<file path="src/rtl/tone_mixer_n.sv">
// tone_mixer_n: NUM_CH phase-accumulator voices mixed through one shared saturating adder.
// Define TONE_NOISE_EN to add a per-voice 15-bit LFSR noise source (wave type 4).
module tone_mixer_n #(
   parameter int NUM_CH    = 4,
   parameter int PHASE_W   = 16,
   parameter int VOL_W     = 8,
   parameter int OUT_W     = 16,
   parameter int MIX_SHIFT = 2
) (
   input  logic             clk_in,
   input  logic             reset_in,
   input  logic             sample_tick_in,
   input  logic [15:0]      data_in,
   input  logic [7:0]       addr_in,
   input  logic             data_valid_in,
   output logic [OUT_W-1:0] data_out,
   output logic             data_valid_out,
   output logic             busy_out,
   output logic             overrun_out
);

   // state | meaning
   // IDLE  | waiting for sample_tick_in with enable set
   // ACC   | advance one voice accumulator per cycle, latch its wave bit
   // MIX   | add one voice per cycle into the saturating mix
   // DONE  | publish mix on data_out with a one-cycle valid pulse
   typedef enum logic [1:0] {IDLE, ACC, MIX, DONE} state_t;

   localparam int CH_W = $clog2(NUM_CH);
`ifdef TONE_NOISE_EN
   localparam int WT_W = 3;
`else
   localparam int WT_W = 2;
`endif
   localparam logic [CH_W-1:0]  LAST_CH = CH_W'(NUM_CH - 1);
   localparam logic [OUT_W-1:0] POS_MAX = {1'b0, {(OUT_W-1){1'b1}}};
   localparam logic [OUT_W-1:0] NEG_MAX = {1'b1, {(OUT_W-1){1'b0}}};

   state_t                   state;
   logic [CH_W-1:0]          ch_idx;
   logic [PHASE_W-1:0]       phase_acc  [NUM_CH];
   logic [PHASE_W-1:0]       phase_incr [NUM_CH];
   logic [VOL_W-1:0]         volume     [NUM_CH];
   logic [WT_W-1:0]          wave_type  [NUM_CH];
   logic [NUM_CH-1:0]        wave_bit;
   logic                     enable;
   logic signed [OUT_W-1:0]  mix;

   function automatic logic duty_bit(input logic [2:0] top, input logic [2:0] wt);
      case (wt)
         3'd1:    duty_bit = (top == 3'd7);
         3'd2:    duty_bit = (top >= 3'd6);
         3'd3:    duty_bit = (top >= 3'd5);
         default: duty_bit = top[2];
      endcase
   endfunction

   // Volume bits repeated MSB-first so full scale reaches the top of the positive range.
   function automatic logic [OUT_W-2:0] replicate_vol(input logic [VOL_W-1:0] vol);
      logic [OUT_W-2:0] r;
      r = '0;
      for (int j = 0; j < OUT_W-1; j++)
         r[OUT_W-2-j] = vol[VOL_W-1-(j % VOL_W)];
      return r;
   endfunction

   logic [PHASE_W:0]   acc_sum;
   logic [PHASE_W-1:0] acc_next;
   logic [2:0]         wt_cur;
   logic               wave_next;

   assign acc_sum  = {1'b0, phase_acc[ch_idx]} + {1'b0, phase_incr[ch_idx]};
   assign acc_next = acc_sum[PHASE_W-1:0];
   assign wt_cur   = 3'(wave_type[ch_idx]);

`ifdef TONE_NOISE_EN
   logic [14:0] lfsr [NUM_CH];
   logic [14:0] lfsr_next;
   assign lfsr_next = acc_sum[PHASE_W] ? {lfsr[ch_idx][13:0], lfsr[ch_idx][14] ^ lfsr[ch_idx][13]}
                                       : lfsr[ch_idx];
   assign wave_next = (wt_cur == 3'd4) ? lfsr_next[0]
                                       : duty_bit(acc_next[PHASE_W-1 -: 3], wt_cur);
`else
   assign wave_next = duty_bit(acc_next[PHASE_W-1 -: 3], wt_cur);
`endif

   logic signed [OUT_W-1:0] amp;
   logic signed [OUT_W-1:0] voice_v;
   logic signed [OUT_W-1:0] voice_s;
   logic signed [OUT_W:0]   mix_sum;
   logic [OUT_W-1:0]        mix_sat;

   assign amp     = {1'b0, replicate_vol(volume[ch_idx])};
   assign voice_v = wave_bit[ch_idx] ? amp : ~amp;
   assign voice_s = voice_v >>> MIX_SHIFT;
   assign mix_sum = {mix[OUT_W-1], mix} + {voice_s[OUT_W-1], voice_s};
   assign mix_sat = (mix_sum[OUT_W] != mix_sum[OUT_W-1]) ? (mix_sum[OUT_W] ? NEG_MAX : POS_MAX)
                                                         : mix_sum[OUT_W-1:0];

   logic                  wr_ch_ok;
   logic [CH_W-1:0]       wr_ch;
   logic [PHASE_W+15:0]   incr_ext;
   logic [VOL_W+15:0]     vol_ext;
   logic                  unused_bits;

   assign wr_ch_ok    = (addr_in[5:4] == 2'b00) && ({1'b0, addr_in[3:0]} < 5'(NUM_CH));
   assign wr_ch       = addr_in[CH_W-1:0];
   assign incr_ext    = {{PHASE_W{1'b0}}, data_in};
   assign vol_ext     = {{VOL_W{1'b0}}, data_in};
   assign unused_bits = ^{data_in, incr_ext, vol_ext, acc_sum[PHASE_W]};

   always_ff @(posedge clk_in or posedge reset_in) begin
      if (reset_in) begin
         state          <= IDLE;
         ch_idx         <= '0;
         data_out       <= '0;
         data_valid_out <= 1'b0;
         busy_out       <= 1'b0;
         overrun_out    <= 1'b0;
         enable         <= 1'b0;
         mix            <= '0;
         wave_bit       <= '0;
         for (int i = 0; i < NUM_CH; i++) begin
            phase_acc[i]  <= '0;
            phase_incr[i] <= '0;
            volume[i]     <= '0;
            wave_type[i]  <= '0;
`ifdef TONE_NOISE_EN
            lfsr[i]       <= 15'h0001;
`endif
         end
      end else begin
         data_valid_out <= 1'b0;
         case (state)
            IDLE: begin
               if (sample_tick_in && enable) begin
                  state    <= ACC;
                  ch_idx   <= '0;
                  busy_out <= 1'b1;
               end
            end
            ACC: begin
               phase_acc[ch_idx] <= acc_next;
               wave_bit[ch_idx]  <= wave_next;
`ifdef TONE_NOISE_EN
               lfsr[ch_idx]      <= lfsr_next;
`endif
               if (ch_idx == LAST_CH) begin
                  state  <= MIX;
                  ch_idx <= '0;
                  mix    <= '0;
               end else begin
                  ch_idx <= ch_idx + 1'b1;
               end
            end
            MIX: begin
               mix <= mix_sat;
               if (ch_idx == LAST_CH) state <= DONE;
               else                   ch_idx <= ch_idx + 1'b1;
            end
            DONE: begin
               data_out       <= mix;
               data_valid_out <= 1'b1;
               busy_out       <= 1'b0;
               state          <= IDLE;
            end
            default: state <= IDLE;
         endcase

         if (sample_tick_in && state != IDLE) overrun_out <= 1'b1;

         // Host writes come last so a phase clear beats the ACC update of the same cycle.
         if (data_valid_in) begin
            case (addr_in[7:6])
               2'b00: if (wr_ch_ok) phase_incr[wr_ch] <= incr_ext[PHASE_W-1:0];
               2'b01: if (wr_ch_ok) volume[wr_ch]     <= vol_ext[VOL_W-1:0];
               2'b10: if (wr_ch_ok) wave_type[wr_ch]  <= data_in[WT_W-1:0];
               default: begin
                  if (addr_in == 8'hC0) begin
                     enable <= data_in[0];
                     if (data_in[1]) overrun_out <= 1'b0;
                  end
                  if (addr_in == 8'hC1) begin
                     for (int i = 0; i < NUM_CH; i++) phase_acc[i] <= '0;
                  end
               end
            endcase
         end
      end
   end

endmodule

</file>
<file path="config.mk">
export PLATFORM = sky130hd
export DESIGN_NAME = tone_mixer_n
export DESIGN_NICKNAME = d
export VERILOG_FILES = /design/src/rtl/tone_mixer_n.sv
export SDC_FILE = /design/constraint.sdc
export NUM_CORES = 1
export LEC_CHECK = 0
export ABC_AREA = 1
export CORE_UTILIZATION = 57
export CTS_BUF_LIST = sky130_fd_sc_hd__clkbuf_8
export CTS_CLUSTER_DIAMETER = 100
export CTS_CLUSTER_SIZE = 30
export DETAILED_ROUTE_END_ITERATION = 16
export PLACE_DENSITY = 0.8
export SLEW_MARGIN = 10
export SYNTH_ARGS = -nofsm -noshare
export SYNTH_HDL_FRONTEND = slang
export SYNTH_SLANG_ARGS = --single-unit
</file>
<file path="constraint.sdc">
create_clock -name clk_in -period 7.6 [get_ports clk_in]
set_input_delay 1.52 -clock clk_in [delete_from_list [all_inputs] [get_ports clk_in]]
set_output_delay 1.52 -clock clk_in [all_outputs]
set_load 0.01 [all_outputs]
</file>
* Word level (Yosys, flattened, before mapping) *
Index checks and enable logic that the tools add are counted.

word-level totals
  output and inout port bits = 19
  bits in registers = 212
  word-level logic and storage cells = 135
  input bits = 28

cells by class
  bitwise operators = 4
  reductions and logical operators = 22
  magnitude comparators = 9
  $add $sub $neg = 3
  mux-type cells = 55
  eq/ne operators = 17

operator list
  cell                number
  $mux 64             4
  $mux 16             10
  $bwmux 64           2
  $bmux 16 s2         2
  $demux 16 s2        2
  $bwmux 32           1
  $pmux 16 s2         1
  $mux 8              3
  $mux 2              9
  $reduce_and 3->1    6
  $add 16x14->17      1
  $add 16x16->16      1
  $bmux 8 s2          1
  $demux 8 s2         1
  $eq 8x8->1 const B  2
  $not 15->16         1
  $eq 2x2->1 const B  6
  $ge 3x3->1 const B  4
  $mux 1              9
  $bwmux 8            1
  $ne 2x2->1 const B  4
  $pmux 2 s4          1
  $eq 2x1->1 const B  3
  $logic_and 1x1->1   6
  22 further kinds    29

* Logic depth before layout (Yosys ltp) *
  depth in word-level cells = 10
  mapped depth = 22
  gate-level depth less buffers = 19

* Least setup slack after synthesis *
No wires, ideal clock.

  path type = register -> register
  start point = register ch_idx[1]
  end point = register mix[11]
  arrival = 2.969 ns
  period minus slack after synthesis = 3.085 ns
  buffers on the path = 3
  setup time = 0.116 ns
  cell stages (with the launch flop) = 22
  required time = 7.484 ns
  slack = 4.515 ns
  cell sequence = dfrtp_1 > inv_1 > clkbuf_1 > a21oi_1 > a32o_1 > buf_2 > xor2_1 > ha_1 > fa_1 > nand3_1 > nand2_1 > nand2_1 > nand2_2 > nand2_2 > nand3_2 > nand2_4 > inv_2 > nand2_4 > buf_6 > nand3_1 > nand2_1 > nand2_1

on the way
  word-level cells in the longest chain between the ends = 10
  elaborated cells between the ends (all ways) = 16
  those cells by class = add/sub: 1; eq/ne: 3; mux: 9; bitwise: 2; reduce/logical: 1

RTL lines
  item                                          RTL line  source
  from (decl)                                   40        logic [CH_W-1:0] ch_idx;
  from (signal assigned)                        153       ch_idx <= ch_idx + 1'b1;
  from (signal assigned)                        159       else ch_idx <= ch_idx + 1'b1;
  $not 2->3 (implied by the code)               93        assign amp = {1'b0, replicate_vol(volume[ch_idx])};
  $bmux 8 s2                                    93
  $mux 8 (implied by the code) (2 in series)    93
  $not 15->16                                   94        assign voice_v = wave_bit[ch_idx] ? amp : ~amp;
  $mux 16                                       94
  $add 16x14->17                                96        assign mix_sum = {mix[OUT_W-1], mix} + {voice_s[OUT_W-1], voice_s};
  $mux 16 / $ne 1x1->1 (equally long branches)  97        assign mix_sat = (mix_sum[OUT_W] != mix_sum[OUT_W-1]) ? (mix_sum[OUT_W] ? NEG_MAX : POS_MAX)
  $mux 16                                       97
  $pmux 16 s2                                   134       case (state)
  to (signal assigned)                          157       mix <= mix_sat;
  to (decl)                                     47        logic signed [OUT_W-1:0] mix;

Several ways; a longest one is shown, not always the timed one. The select of a mux whose other input is x is not followed.
A chain may end at the register's enable or synchronous reset.

* Worst setup path in the final report *
  start point = register ch_idx[0]
  end point = register mix[0]

Same word-level chain as after synthesis.

==> flow_summary.json <==
{
  "finish.utilization": 0.620,
  "drt_pass1_iterations": 6,
  "synth_seq_area_share": 0.467,
  "hold_class": "flop to flop",
  "grt_max_degree": 111,
  "fmax_ghz": 0.223,
  "startpoint_type": "flop",
  "peakVddDrop_uv": 245,
  "synth_cells": 1451,
  "total_power_mw": 5.55,
  "setup_viol": 0,
  "ys.flop_type": "dfrtp_1",
  "drv_cap": 0,
  "setup_tns_ns": 0,
  "synth_cell_type_count": 43,
  "clock_sinks": 212,
  "fillers": 1757,
  "cp_data_arrival_time_ns": 4.97,
  "synth_seq_cells": 212,
  "placed_cells": 1698,
  "cts_max_level": 1,
  "grtUsageTotal": 0.267,
  "critPathMaxFanout": 90,
  "grt_pass1_vias": 8934,
  "cts_setup_buffers": 0,
  "drtIter0Drc": 633,
  "cts_tree": "done",
  "ant_nets": 0,
  "drive_gt1_frac": 0.0449,
  "avgSynthCellArea_um2": 7.84,
  "port_buffers": 46,
  "path_clk_slew_ns": 0.19,
  "p_per_area_nw_per_um2": 458,
  "multi_input_area_um2": 5240,
  "fin_skew_ns": 0.0629,
  "r2r_slack_ns": 3.11,
  "yosysTopAreaCell": "dfrtp_1",
  "gr-total-overflow": 0,
  "clk_root_buffer_cell": "clkbuf_8",
  "yosys_warnings": 0,
  "synth_edf_count": 0,
  "place.detailed.hpwl_um": 17100,
  "status": "finished, final reports clean",
  "wl_per_cell_um": 15.3,
  "ctsHoldBuffers": 0,
  "cts_buffers": 11,
  "diodes": 0,
  "worstMarginPinSlew_ns": 1.14,
  "grt_pass1_wl_um": 43600,
  "synth.most_common_cell": "nand2_1",
  "antenna_found_initial": 0,
  "fin_cells": 1713,
  "synthTopCellsByArea": "dfrtp_1, nand2_1, o21ai_0, nor2_1, inv_1",
  "core.rowCount": 51,
  "die_w_um": 143,
  "cellLeakagePower_nw": 6.03,
  "endpoint_kind": "flop",
  "hold_viol": 0,
  "nets": 1515,
  "wirelength_um": 26300,
  "clkLatencyLatePin_ns": 0.55,
  "io_pins": 47,
  "dr_total_vias": 9531,
  "gp_congestion": 0.919,
  "via_per_inst": 5.56,
  "area_growth_syn_to_layout_pct": 6.51,
  "synth_top_area_share": 0.467,
  "required_ns": 8.09,
  "fin_area_um2": 12100,
  "die-area_um2": 20500,
  "coreArea_um2": 19500,
  "fin_crit_sh": 0.590,
  "critPathKind": "flop to flop",
  "fp.dieH_um": 143,
  "cts_resized": 0,
  "dpl_cell_area_um2": 11900,
  "drc": 0,
  "synth_area_um2": 11400,
  "start_util": 0.582,
  "clock_path_buffers": 3,
  "ff_latch_area_um2": 5310,
  "rsz0062_at_grt": "no",
  "synthesis.nets": 1520,
  "finalCriticalPeriod_ns": 4.49,
  "drv_slew": 0,
  "synthTopCellsByCount": "nand2_1, o21ai_0, dfrtp_1, nor2_1, inv_1",
  "slew_headroom": 0.235,
  "ys_async_sr_fraction": 1.00
}
-- worst max-delay path: stages (launching register included) --
cell	delay [ns]
dfrtp_2	0.38
buf_4	0.70
inv_2	0.40
nand2_1	0.15
a32o_1	0.59
xor2_1	0.20
ha_1	0.27
fa_1	0.41
nand3_1	0.09
nand2_1	0.10
nand2_1	0.09
nand2_2	0.08
nand2_2	0.08
nand2_1	0.06
nand2_2	0.08
nand2_4	0.08
a21oi_4	0.37
o21ai_0	0.16
nand2_1	0.09
-- layout make-up --
cell class                      count  share of cell area
Sequential cell                   212               0.438
Multi-Input combinational cell   1030               0.432
Inverter                          138              0.0434
Timing Repair Buffer               53              0.0424
Tap cell                          265              0.0274
Clock buffer                       12              0.0136
Clock inverter                      3             0.00269
-- cells in the final DEF (no fill, tap or decap), drive strengths merged --
| master | instances |
|---|---|
| o211ai | 4 |
| nand4 | 2 |
| a31oi | 2 |
| fa | 2 |
| mux2 | 16 |
| nand3 | 55 |
| or2 | 1 |
| xor2 | 18 |
| inv | 140 |
| xnor2 | 11 |
| o31ai | 1 |
| a32o | 2 |
| a22oi | 2 |
| a21oi | 46 |
| a32oi | 1 |
| dfrtp | 212 |
| nor2 | 189 |
| clkinv | 1 |
| a211oi | 1 |
| o21bai | 5 |
| clkdlybuf4s50 | 46 |
| o2111ai | 1 |
| o22ai | 39 |
| nand2 | 350 |
| ha | 39 |
| buf | 7 |
| nand3b | 1 |
| and2 | 1 |
| o21ai | 232 |
| nor3 | 9 |
| clkbuf | 12 |
-- power breakdown --
group          switching (mW)  total [mW]  leakage [nW]  internal (mW)
logic                    2.20        3.46          3.17           1.26
registers               0.161        1.57          2.76           1.41
clock network           0.360       0.516         0.106          0.155
total                    2.72        5.55          6.03           2.83
-- layer usage --
layer / wire [µm] / vias to the layer above / share of wire / global-route usage
li1: - / 4682 / - / -
met1: 11600 / 4502 / 0.44 / 0.356
met2: 12500 / 317 / 0.48 / 0.460
met3: 1560 / 30 / 0.059 / 0.0295
met4: 594 / 0 / 0.023 / 0.0778
met5: 0 / - / 0 / 0
-- logic make-up after synthesis --
| kind of cell | after synthesis | synth area share |
|---|---|---|
| adders and majority gates | 41 | 0.0464 |
| DFF | 212 | 0.467 |
| muxes | 16 | 0.0158 |
| buffers and inverters | 209 | 0.0728 |
| xor gates and xnor gates | 29 | 0.0223 |
| AOI/OAI and AO/OA | 336 | 0.158 |
| and+or+nand+nor | 608 | 0.218 |
-- flip-flops by register name, summed over array words and instances (netlist names) --
signal          cells
data_out           16
enable              1
data_valid_out      1
mix                16
state               2
phase_acc          64
phase_incr         64
wave_bit            4
ch_idx              2
wave_type           8
busy_out            1
volume             32
overrun_out         1
-- final timing paths --
| check | start | end | cells past startpoint |
|---|---|---|---|
| setup / recovery | ch_idx[0] | mix[0] | 18 |
| min in group asynchronous | reset_in | wave_type[6] | 2 |
| hold reg to reg | phase_incr[27] | phase_incr[27] | 2 |
| setup reg to reg | ch_idx[0] | mix[0] | 18 |
| hold / removal | phase_incr[27] | phase_incr[27] | 2 |
| max in group asynchronous | reset_in | ch_idx[0] | 3 |
-- metrics by stage --
| step | hold slack [ns] | setup slack, ns |
|---|---|---|
| 3_5_place_dp | 0.468 | 3.23 |
| 5_1_grt | 0.519 | 2.79 |
| 6_report | 0.498 | 3.11 |
| 3_3_place_gp | 0.461 | 3.39 |
| 2_1_floorplan | 0.448 | 0.286 |
| 4_1_cts | 0.499 | 3.18 |
(Power assumes the default switching activity.)
